==> src/rtl/btb_assoc.sv <==
// btb_assoc: set-associative branch target buffer with saturating counters and true-LRU replacement
// Ports: CLK/nRST clock and async active-low reset; flush clears all valid bits;
//        rd_pc -> hit/pred_taken/pred_target combinational lookup;
//        upd_en/upd_pc/upd_taken/upd_target resolved-branch update, one per cycle.
module btb_assoc #(
  parameter int SETS  = 8,
  parameter int WAYS  = 2,
  parameter int CTR_W = 2
) (
  input  logic        CLK,
  input  logic        nRST,
  input  logic        flush,
  input  logic [31:0] rd_pc,
  output logic        hit,
  output logic        pred_taken,
  output logic [31:0] pred_target,
  input  logic        upd_en,
  input  logic [31:0] upd_pc,
  input  logic        upd_taken,
  input  logic [31:0] upd_target
);
  localparam int IDX_W = $clog2(SETS);
  localparam int TAG_W = 30 - IDX_W;
  localparam logic [CTR_W-1:0] WEAK = CTR_W'(1) << (CTR_W - 1);
  localparam logic [CTR_W-1:0] MAX = '1;
  logic [WAYS-1:0] vld [SETS];
  logic [TAG_W-1:0] tag [SETS][WAYS];
  logic [31:0] tgt [SETS][WAYS];
  logic [CTR_W-1:0] ctr [SETS][WAYS];
  logic lru [SETS];
  logic [IDX_W-1:0] ri, ui;
  logic [TAG_W-1:0] rt, ut;
  logic [WAYS-1:0] rm, um;
  logic uw, uhit, way;
  logic [CTR_W-1:0] c, cn;
  assign ri = rd_pc[IDX_W+1:2];
  assign rt = rd_pc[31:IDX_W+2];
  assign ui = upd_pc[IDX_W+1:2];
  assign ut = upd_pc[31:IDX_W+2];
  always_comb begin
    hit = 1'b0;
    pred_taken = 1'b0;
    pred_target = '0;
    rm = '0;
    um = '0;
    uw = 1'b0;
    for (int w = 0; w < WAYS; w++) begin
      rm[w] = vld[ri][w] && tag[ri][w] == rt;
      um[w] = vld[ui][w] && tag[ui][w] == ut;
      if (rm[w]) begin
        hit = 1'b1;
        pred_taken = ctr[ri][w][CTR_W-1];
        pred_target = tgt[ri][w];
      end
      if (um[w]) uw = 1'(w);
    end
    uhit = |um;
    // hit way, else lowest invalid way, else the LRU way
    way = WAYS == 1 ? 1'b0 : uhit ? uw : !vld[ui][0] ? 1'b0 : !vld[ui][WAYS-1] ? 1'b1 : lru[ui];
    c = ctr[ui][way];
    cn = upd_taken ? (c == MAX ? c : c + 1'b1) : (c == '0 ? c : c - 1'b1);
  end
  always_ff @(posedge CLK or negedge nRST) begin
    if (!nRST) begin
      for (int s = 0; s < SETS; s++) begin
        vld[s] <= '0;
        lru[s] <= 1'b0;
        for (int w = 0; w < WAYS; w++) begin
          tag[s][w] <= '0;
          tgt[s][w] <= '0;
          ctr[s][w] <= WEAK;
        end
      end
    end else if (flush) begin
      for (int s = 0; s < SETS; s++) vld[s] <= '0;
    end else if (upd_en && (uhit || upd_taken)) begin
      ctr[ui][way] <= uhit ? cn : WEAK;
      if (upd_taken) tgt[ui][way] <= upd_target;
      tag[ui][way] <= ut;
      vld[ui][way] <= 1'b1;
      if (WAYS == 2) lru[ui] <= ~way;
    end
  end
  // a tag stored twice in one set would make the lookup ambiguous
  always @(posedge CLK) if (nRST) assert ($onehot0(rm) && $onehot0(um));
endmodule

==> config.mk <==
export PLATFORM = sky130hd
export DESIGN_NAME = btb_assoc
export DESIGN_NICKNAME = d
export VERILOG_FILES = /design/src/rtl/btb_assoc.sv
export SDC_FILE = /design/constraint.sdc
export NUM_CORES = 2
export LEC_CHECK = 0
export BUFFER_PORTS_ARGS = -buffer_cell sky130_fd_sc_hd__buf_2
export CAP_MARGIN = 20
export CORE_MARGIN = 2
export CORE_UTILIZATION = 40
export DETAILED_ROUTE_END_ITERATION = 7
export REMOVE_ABC_BUFFERS = 1
export SETUP_SLACK_MARGIN = 0.3
export SYNTH_ARGS = -nofsm -noshare
export SYNTH_HDL_FRONTEND = slang
export SYNTH_SLANG_ARGS = --single-unit
==> constraint.sdc <==
create_clock -name CLK -period 3.2 [get_ports CLK]
set_clock_uncertainty 0.1 [all_clocks]
set_input_delay 0 -clock CLK [delete_from_list [all_inputs] [get_ports CLK]]
set_output_delay 0 -clock CLK [all_outputs]
set_load 0.05 [all_outputs]
==> metrics <==
status finished, violations left; failing checks negative setup slack; Die ar. 130100 sq um; Main synth FF type dfrtp_1; startpoint types register; PD cells 488.0 nW/um^2; initial antenna violation count 3; routed vias 33480; Seq cells post-synth 1000; first-pass GRT wire length 240.8 mm; FILL cells 10290; TritonCTS clock tree done; unrepaired setup endpoints after global routing true; Hold Fails Final Rpt 0; tightest hold margin 0.05837 ns; Vias per Instance 5.745; global route overflow 0; Area growth, synth to finish 32.51%; initial core utilization 40.42%; Tcrit/Tclk final 130.4%; Max Slew Vio Count 0; largest net degree at the start of global routing 106; CTS root buffer clkbuf_16; post-synthesis sequential area ratio 49.22%; setup TNS -766.27 ns; gpl congestion 0.8684; Worst EP required 3.10 ns; worst-skew pair later-pin latency 0.75 ns; pre-CTS WS -1.262 ns; Critical Path End Type output pin; Mapped Avg Cell Area 15.18 sq um; DRT antenna net count 0; max capacitance violation total 0; Initial DRT Pass Iterations 7; Core Rows 130; relative slew slack 36.20%; Finish-stage setup viols 1034; Mapped Cells 3353; Post-synth EDFFs 0; gr usage total 24.70%; 1st-iter DRT viols 2630; WL/cell 28.42 um; clk buf depth 3; Crit Path Class register to output pin; Num CTS Buffers 113; library cells used by synthesis 70; HP Class input pin to async pin; ys async rst share 100.0%; fmax 239.7 MHz; DP HPWL 99.55 mm; worst r2r src tag[18]; FF-to-FF End tgt[95]; setup ws final -0.9721 ns; synthesized area 50890 sq um; Port Buffers 130; drc violations 0; Worst Path Max Fanout 8; post-synth top area cell dfrtp_1; Die W 360.7 um; Peak supply drop 503.5 uV; vias in the first global route 35290; worst slew pin tran 0.9570 ns; top post-synthesis cells by area dfrtp_1, mux2_2, mux4_2; Synth Warn # 0; Final min period 4.172 ns; WL final 165.6 mm; clk slew on worst S/H paths 0.06 ns; Reg2Reg Depth 17; share of the synthesized area in the top cell type 48.39%; clk sinks 1000; top-level I/O count 135; CP arrival 4.07 ns; R2R Setup Slk -0.91 ns; htree depth 3; leak pwr 32.14 nW; fin util 53.56%; core area 125900 sq um; share of cells above drive strength 1 55.81%; Final nets 4185; Die Ht 360.7 um
-- layout by cell type, fill, tap and decap left out, types with 63 or more instances in the layout --
cell	count
clkbuf_16	129
dfrtp_1	984
buf_6	66
mux2i_1	177
buf_2	89
mux2_1	191
buf_4	526
mux2_2	339
mux2_4	511
dlygate4sd3_1	63
buf_12	135
mux4_2	300
-- registers in the layout, indices dropped and copies added, names as in the netlist --
| register | flops |
|---|---|
| vld | 16 |
| ctr | 32 |
| tag | 432 |
| lru | 8 |
| tgt | 512 |
-- power breakdown --
| part | internal, mW | total (mW) | switching [mW] |
|---|---|---|---|
| Combinational | 3.00 | 5.28 | 2.28 |
| Clock | 7.60 | 13.2 | 5.57 |
| Sequential | 13.8 | 14.5 | 0.688 |
-- critical path, cell delays in order (launching register included) --
cell	delay [ns]
dfrtp_1	0.39
mux4_2	0.50
mux2i_4	0.22
xnor2_4	0.12
nor4_2	0.28
buf_4	0.15
nand4_1	0.15
nor3_2	0.22
buf_4	0.15
nand4_1	0.11
buf_6	0.16
buf_12	0.16
buf_16	0.19
o31ai_4	0.27
buf_6	0.20
-- logic make-up (layout without fill, tap and decap cells) --
kind of cell	count (synthesis)	in the layout	share of synthesized area, %
other	0	3	0
multiplexers	1526	1526	40.68
AO/OA/AOI/OAI	181	181	2.594
AND/OR/NAND/NOR	215	215	2.483
flip-flops	1000	1000	49.22
adder cells (fa/ha/maj)	4	4	0.07869
XOR/XNOR	91	91	1.566
buffers and inverters	336	1158	3.386
-- metrics by stage --
step	instance area (sq um)	std cells	power [mW]
6_report	67430	5828	32.90
5_1_grt	67420	5825	34.11
4_1_cts	65830	5786	32.90
3_5_place_dp	58160	5434	19.31
3_3_place_gp	58160	5434	19.20
2_1_floorplan	49200	3026	16.81
-- synthesized netlist by cell type, types with 5 or more instances --
cell	instances
inv_1	6
clkbuf_1	137
o21ai_0	17
nor2b_1	7
nor4_1	18
a221oi_1	19
a21oi_1	18
nand2_1	58
mux2i_1	185
xor2_1	28
mux4_2	300
nand4_1	10
o31ai_1	36
nor3_1	6
mux2_2	715
a21o_1	17
nand3_1	19
mux2_1	228
a22o_1	8
and3_1	8
nand3b_1	9
and2_1	12
o22ai_1	18
buf_1	48
or3_1	5
nor4_4	6
dfrtp_1	984
buf_4	17
a22oi_1	21
buf_2	86
buf_6	37
nor2_1	23
nand2b_1	12
xnor2_1	63
mux2_4	98
dfstp_2	16
-- worst max path at each step --
stage	startpoint	to	cells after the start	slack, ns
floorplan	tag[72]	ctr[16]	9	-1.39
global placement	upd_pc[3]	tgt[257]	15	-1.36
detailed placement	upd_pc[3]	tgt[264]	16	-1.26
CTS	tag[419]	pred_target[11]	14	-1.00
global route	tag[41]	pred_target[3]	14	-1.09
finish	tag[257]	pred_target[11]	14	-0.97
-- what timing repair did --
item,CTS,global route
resized for setup,442,245
gates cloned,31,18
hold buffers,64,0
endpoints found under the setup margin,1034,1034
setup buffers,51,21
endpoints found under the hold margin,1956,0
pin swaps,31,18
-- metal layers --
| layer | vias up | global-route usage, % | wire (um) |
|---|---|---|---|
| met5 | - | 0 | 30 |
| met3 | 236 | 3.709 | 7955 |
| li1 | 14100 | - | - |
| met2 | 886 | 40.18 | 79360 |
| met1 | 18260 | 34.60 | 73820 |
| met4 | 4 | 6.440 | 4473 |
-- final cells by class --
type | count | area (sq um) | share of cell area [%]
multi-input combinational | 2017 | 26490 | 39.29
tap | 1650 | 2064 | 3.062
sequential | 1000 | 25040 | 37.14
timing repair buffer | 943 | 10020 | 14.86
clock buffer | 166 | 3318 | 4.921
antenna | 3 | 7.507 | 0.01113
inverter | 9 | 33.78 | 0.05010
clock inverter | 40 | 449.2 | 0.6662
Note: power is estimated with default switching activity, not from simulation.
